$ cat config.mk
export PLATFORM = sky130hd
export DESIGN_NAME = uart_tx_arbiter
export DESIGN_NICKNAME = d
export VERILOG_FILES = /design/src/rtl/uart_tx_arb_pkg.sv /design/src/rtl/uart_tx_arbiter_rr_priority_picker.sv /design/src/rtl/uart_tx_arbiter.sv
export SDC_FILE = /design/constraint.sdc
export NUM_CORES = 1
export LEC_CHECK = 0
export ABC_AREA = 1
export ABC_CLOCK_PERIOD_IN_PS = 3100
export CAP_MARGIN = 20
export CORE_MARGIN = 2
export CORE_UTILIZATION = 35
export DETAILED_ROUTE_END_ITERATION = 8
export GPL_TIMING_DRIVEN = 0
export PLACE_DENSITY = 0.59
export SLEW_MARGIN = 20
export SYNTH_ARGS = -nofsm -noshare
export SYNTH_HDL_FRONTEND = slang
export SYNTH_HIERARCHICAL = 1
export SYNTH_SLANG_ARGS = --single-unit
$ cat constraint.sdc
create_clock -name clk -period 3.1 [get_ports clk]
set_input_delay 0.31 -clock clk [delete_from_list [all_inputs] [get_ports clk]]
set_output_delay 0.31 -clock clk [all_outputs]
set_load 0.01 [all_outputs]
$ cat src/rtl/uart_tx_arb_pkg.sv
// Shared definitions for the UART transmit arbiter: FSM state codes, byte-count width helper, default timeout.
// The optional tx_busy timeout is enabled by defining UART_TX_ARB_TIMEOUT_EN.
package uart_tx_arb_pkg;

    localparam logic [2:0] ST_IDLE       = 3'd0;
    localparam logic [2:0] ST_GRANT      = 3'd1;
    localparam logic [2:0] ST_SEND       = 3'd2;
    localparam logic [2:0] ST_WAIT_START = 3'd3;
    localparam logic [2:0] ST_WAIT_DONE  = 3'd4;
    localparam logic [2:0] ST_ACK        = 3'd5;

    localparam int unsigned DEFAULT_TIMEOUT_CYCLES = 64;

    // Bits needed to hold a byte count in the range 0..max_bytes inclusive.
    function automatic int unsigned byte_cnt_width(input int unsigned max_bytes);
        return $clog2(max_bytes + 1);
    endfunction

endpackage

$ cat src/rtl/uart_tx_arbiter_rr_priority_picker.sv
// Combinational round-robin select: first requester at or after ptr, wrapping modulo NUM_REQ.
// Produces a one-hot grant, its index, and a flag that any request was found.
module rr_priority_picker #(
    parameter int unsigned NUM_REQ = 2,
    localparam int unsigned IDX_W = $clog2(NUM_REQ)
) (
    input  logic [NUM_REQ-1:0] req,
    input  logic [IDX_W-1:0]   ptr,
    output logic [NUM_REQ-1:0] grant,
    output logic [IDX_W-1:0]   idx,
    output logic               found
);

    always_comb begin
        int unsigned j;
        grant = '0;
        idx   = '0;
        found = 1'b0;
        j     = 0;
        for (int unsigned i = 0; i < NUM_REQ; i++) begin
            j = (int'(ptr) + i) % NUM_REQ;
            if (!found && req[j]) begin
                grant[j] = 1'b1;
                idx      = IDX_W'(j);
                found    = 1'b1;
            end
        end
    end

endmodule

$ cat src/rtl/uart_tx_arbiter.sv
// Round-robin arbiter sharing one UART transmitter among NUM_REQ requesters, sending messages LSB byte first.
// Define UART_TX_ARB_TIMEOUT_EN to abort a message when tx_busy fails to rise within TIMEOUT_CYCLES.
module uart_tx_arbiter
    import uart_tx_arb_pkg::*;
#(
    parameter int unsigned DATA_WIDTH     = 8,
    parameter int unsigned NUM_REQ        = 2,
    parameter int unsigned MAX_BYTES      = 2,
    parameter int unsigned TIMEOUT_CYCLES = DEFAULT_TIMEOUT_CYCLES,
    localparam int unsigned CNT_W = byte_cnt_width(MAX_BYTES),
    localparam int unsigned IDX_W = $clog2(NUM_REQ),
    localparam int unsigned MSG_W = MAX_BYTES * DATA_WIDTH
) (
    input  logic                       clk,
    input  logic                       reset,
    input  logic [NUM_REQ-1:0]         req,
    input  logic [NUM_REQ*MSG_W-1:0]   req_data,
    input  logic [NUM_REQ*CNT_W-1:0]   req_bytes,
    output logic [NUM_REQ-1:0]         req_ack,
    input  logic                       tx_busy,
    output logic                       tx_data_valid,
    output logic [DATA_WIDTH-1:0]      tx_parallel_data,
    output logic                       arb_busy,
    output logic [IDX_W-1:0]           grant_id,
    output logic                       timeout_error
);

    if (NUM_REQ < 2 || NUM_REQ > 8 || MAX_BYTES < 1 || TIMEOUT_CYCLES < 1) begin : g_cfg_check
        $error("uart_tx_arbiter: unsupported parameter set");
    end

    logic [2:0]            state;
    logic [IDX_W-1:0]      ptr;
    logic [NUM_REQ-1:0]    grant_oh;
    logic [MSG_W-1:0]      msg_data;
    logic [CNT_W-1:0]      msg_count;
    logic [CNT_W-1:0]      byte_idx;
    logic [CNT_W-1:0]      next_idx;
    logic [NUM_REQ-1:0]    pick_oh;
    logic [IDX_W-1:0]      pick_idx;
    logic                  pick_found;
    logic [CNT_W-1:0]      sel_count;
    logic [MSG_W-1:0]      sel_data;
    logic [DATA_WIDTH-1:0] cur_byte;
    logic [DATA_WIDTH-1:0] next_byte;

`ifdef UART_TX_ARB_TIMEOUT_EN
    localparam int unsigned TMR_W = $clog2(TIMEOUT_CYCLES + 1);
    logic [TMR_W-1:0] timer;
`else
    assign timeout_error = 1'b0;
`endif

    rr_priority_picker #(
        .NUM_REQ(NUM_REQ)
    ) u_picker (
        .req  (req),
        .ptr  (ptr),
        .grant(pick_oh),
        .idx  (pick_idx),
        .found(pick_found)
    );

    // Oversized counts are clamped so the byte index never walks past the latched message.
    always_comb begin
        sel_count = req_bytes[int'(pick_idx)*CNT_W +: CNT_W];
        if (sel_count > CNT_W'(MAX_BYTES)) begin
            sel_count = CNT_W'(MAX_BYTES);
        end
        sel_data  = req_data[int'(pick_idx)*MSG_W +: MSG_W];
        next_idx  = byte_idx + CNT_W'(1);
        cur_byte  = msg_data[int'(byte_idx)*DATA_WIDTH +: DATA_WIDTH];
        next_byte = msg_data[int'(next_idx)*DATA_WIDTH +: DATA_WIDTH];
    end

    assign arb_busy = (state != ST_IDLE);

    always_ff @(posedge clk or posedge reset) begin
        if (reset) begin
            state            <= ST_IDLE;
            ptr              <= '0;
            grant_oh         <= '0;
            grant_id         <= '0;
            msg_data         <= '0;
            msg_count        <= '0;
            byte_idx         <= '0;
            req_ack          <= '0;
            tx_data_valid    <= 1'b0;
            tx_parallel_data <= '0;
`ifdef UART_TX_ARB_TIMEOUT_EN
            timer            <= '0;
            timeout_error    <= 1'b0;
`endif
        end else begin
            req_ack <= '0;
            case (state)
                ST_IDLE: begin
                    if (pick_found && !tx_busy) begin
                        grant_id  <= pick_idx;
                        grant_oh  <= pick_oh;
                        msg_data  <= sel_data;
                        msg_count <= sel_count;
                        byte_idx  <= '0;
                        state     <= ST_GRANT;
                    end
                end
                ST_GRANT: begin
                    if (msg_count == '0) begin
                        req_ack <= grant_oh;
                        state   <= ST_ACK;
                    end else begin
                        tx_parallel_data <= cur_byte;
                        state            <= ST_SEND;
                    end
                end
                ST_SEND: begin
                    if (!tx_busy) begin
                        tx_data_valid <= 1'b1;
                        state         <= ST_WAIT_START;
`ifdef UART_TX_ARB_TIMEOUT_EN
                        timer         <= '0;
`endif
                    end
                end
                ST_WAIT_START: begin
                    if (tx_busy) begin
                        tx_data_valid <= 1'b0;
                        state         <= ST_WAIT_DONE;
                    end
`ifdef UART_TX_ARB_TIMEOUT_EN
                    else if (timer == TMR_W'(TIMEOUT_CYCLES - 1)) begin
                        tx_data_valid <= 1'b0;
                        timeout_error <= 1'b1;
                        req_ack       <= grant_oh;
                        state         <= ST_ACK;
                    end else begin
                        timer <= timer + TMR_W'(1);
                    end
`endif
                end
                ST_WAIT_DONE: begin
                    if (!tx_busy) begin
                        byte_idx <= next_idx;
                        if (next_idx == msg_count) begin
                            req_ack <= grant_oh;
                            state   <= ST_ACK;
                        end else begin
                            tx_parallel_data <= next_byte;
                            state            <= ST_SEND;
                        end
                    end
                end
                ST_ACK: begin
                    ptr   <= (grant_id == IDX_W'(NUM_REQ - 1)) ? '0 : grant_id + IDX_W'(1);
                    state <= ST_IDLE;
                end
                default: state <= ST_IDLE;
            endcase
        end
    end

endmodule

==> results.cfg <==
[run_status]
status = complete, no violations

[clock_network]
cts_root_buf = clkbuf_8
ctsResizeCount = 0
cts_sinks = 38
htree_num_levels = 2
tritoncts = done
postCtsSetupBuffers = 0
clkTransAtPathRegs_ns = 0.07
numCtsBuffers = 5
clk_latency_ns = 0.29
cts_hold_buf = 0
clockBufferDepth = 2

[setup_path]
crit_family = buffers and inverters
cp_data_required_time_ns = 3.28
cp_max_fo = 8
path_class = flop to flop
critPathSlowestCell = dfrtp_1
worst_setup_path_start_kind = flop
cp_data_arrival_time_ns = 2.33
worstSetupPathDepth = 9
max_stage_delay_ns = 0.49
r2r_cells = 9
worstPathCellList = nor2_4 -> nand2_4 -> inv_4 -> ha_1 -> buf_1 -> mux2i_1 -> nor2_1 -> nand4_1 -> nand2_1
critPathBufInv = 2
worstSetupEndpointType = flop

[pwr]
p_clk_share_pct = 13.1
p_sw_uw = 1000
seqPwrFrac_pct = 36.4
peakVddDrop_mv = 0.291
p_leak_uw = 0.00133
powerDensity_nw_per_um2 = 880
p_comb_share_pct = 50.4
intPower_uw = 1440
swShare_pct = 41.1

[sta]
period_share_pct = 69.4
max_slew.worst_pin.slew_ns = 0.566
setup_viol = 0
period_minus_slack_ns = 2.15
slew_viol_final = 0
finalHoldViolations = 0
timing.fmax_ghz = 0.465
setup_tns_ns = 0
clock_skew_ns = 0.00780
relSlewSlack_pct = 62.3
whs_ns = 0.267
rsz0062_at_grt = no

[die]
initial_utilization_pct = 36.8
die-area_sq_um = 6490
rows = 27
pin_count = 55
core_area_sq_um = 5570
die_h_um = 80.6
dieWidth_um = 80.6

[finish]
drive_above_1_share_pct = 7.98
final_common_cell = nand2_1
multi_input_area_sq_um = 957
area.sequential_sq_um = 951
finalNonFillerCells = 398
most-common-layout-cells = nand2_1 (91), clkdlybuf4s50_1 (53), nor2_1 (45), dfrtp_1 (38), a31oi_1 (16)
nNetsFinal = 368
fill_cells = 577
areaGrowthSynthToFinish_pct = 34.9
n_antenna_cell = 0

[routing]
drc = 0
vias_per_cell = 4.60
ant_nets = 0
drt_iter0_markers = 61
wl_per_cell_um = 11.7
wirelength_mm = 4.67
drt_pre_antenna_iters = 4
vias = 1831

[logic_synthesis]
syn_inst = 265
synth_warnings = 6
ys_seq_area_share_pct = 46.3
synth_fp_nets = 307
syn_area_per_cell_sq_um = 7.74
ys_types = 29
synth-seq-cells = 38
synth.cell_area_sq_um = 2050

[place]
place_hpwl_mm = 3.66
gp_congestion = 0.804
dpl.cell_count = 391
port_buffers = 53

[global_route]
grt_pass1_vias = 1825
grt_overflow = 0
grt.total_usage_pct = 16.3
grt_max_degree = 29
antenna_found_initial = 0
grt_pass1_wl_mm = 8.05

[worst_hold_path]
hold_class = input pin to asynchronous set/reset pin

[job]
cap_violations = 0
registers in the layout (all words and copies together), names as in the netlist, 2 cells and up:
name	count
grant_oh	2
msg_data	16
state	3
msg_count	2
req_ack	2
tx_parallel_data	8
byte_idx	2
routing by layer:
layer,track usage (%),up-vias,part of all wire [%]
li1,-,974,-
met5,0,-,0
met2,27.8,45,48
met1,20.2,808,47
met3,3.60,4,3.6
met4,6.10,0,1.3
cells in the mapped netlist:
| cell type | count | area share (%) |
|---|---|---|
| a21oi_1 | 3 | 0.73 |
| a21oi_4 | 1 | 0.79 |
| a22o_1 | 1 | 0.43 |
| a31oi_1 | 16 | 4.9 |
| buf_1 | 1 | 0.18 |
| buf_2 | 4 | 0.98 |
| buf_4 | 1 | 0.37 |
| buf_6 | 2 | 1.1 |
| clkbuf_1 | 2 | 0.37 |
| clkinv_1 | 1 | 0.18 |
| clkinv_2 | 1 | 0.24 |
| conb_1 | 1 | 0.18 |
| dfrtp_1 | 38 | 46 |
| ha_1 | 1 | 0.61 |
| inv_1 | 16 | 2.9 |
| inv_2 | 2 | 0.37 |
| inv_4 | 1 | 0.31 |
| mux2i_1 | 8 | 3.9 |
| nand2_1 | 91 | 17 |
| nand2_4 | 1 | 0.55 |
| nand3_1 | 7 | 1.7 |
| nand3_2 | 1 | 0.49 |
| nand3_4 | 2 | 1.7 |
| nand4_1 | 9 | 2.7 |
| nor2_1 | 45 | 8.2 |
| nor2_2 | 1 | 0.31 |
| nor2_4 | 2 | 1.1 |
| o21ai_0 | 5 | 1.2 |
| xor2_1 | 1 | 0.43 |
area by class of cell:
class	count	share of cell area [%]
Sequential cell	38	34.3
Clock buffer	7	2.76
Timing Repair Buffer	54	19.9
Buffer	10	2.21
Multi-Input combinational cell	196	34.6
Inverter	21	2.98
Tap cell	72	3.25
final timing paths:
| kind | from | to | slack (ns) |
|---|---|---|---|
| min | reset | state[1] | 0.27 |
| min in group clk | tx_parallel_data[3] | tx_parallel_data[3] | 0.48 |
| max in group asynchronous | reset | tx_parallel_data[7] | 2.41 |
| min reg2reg | tx_parallel_data[3] | tx_parallel_data[3] | 0.48 |
| max reg2reg | state[0] | tx_parallel_data[7] | 0.95 |
| max | state[0] | tx_parallel_data[7] | 0.95 |
cell families (layout without fill, tap and decap cells):
family                     count (synthesis)  in the layout  share of synthesized area (%)
buffers and inverters                     31             92                           7.01
other                                      1              1                          0.183
DFF                                       38             38                           46.3
adders and majority gates                  1              1                          0.610
muxes                                      8              8                           3.90
and+or+nand+nor                          159            159                           33.5
AOI/OAI and AO/OA                         26             26                           8.05
xor gates and xnor gates                   1              1                          0.427
power groups by stage:
stage | sequential (uW) | clock [uW] | combinational, uW
after floorplan | 888 | 0 | 829
after global placement | 893 | 0 | 1210
after detailed placement | 901 | 0 | 1230
after CTS | 892 | 328 | 1240
after global routing | 920 | 352 | 1410
final | 888 | 320 | 1230
metrics by stage:
step | setup slack (ns) | utilization [%] | power, uW | cell area, sq um
after floorplan | 1.31 | - | 1720 | 2050
after global placement | 0.952 | 47.9 | 2110 | 2670
after detailed placement | 0.925 | 48.3 | 2130 | 2690
after CTS | 0.979 | 49.7 | 2460 | 2770
after global routing | 0.803 | 49.7 | 2690 | 2770
final | 0.949 | 49.7 | 2440 | 2770
(Power assumes the default switching activity.)
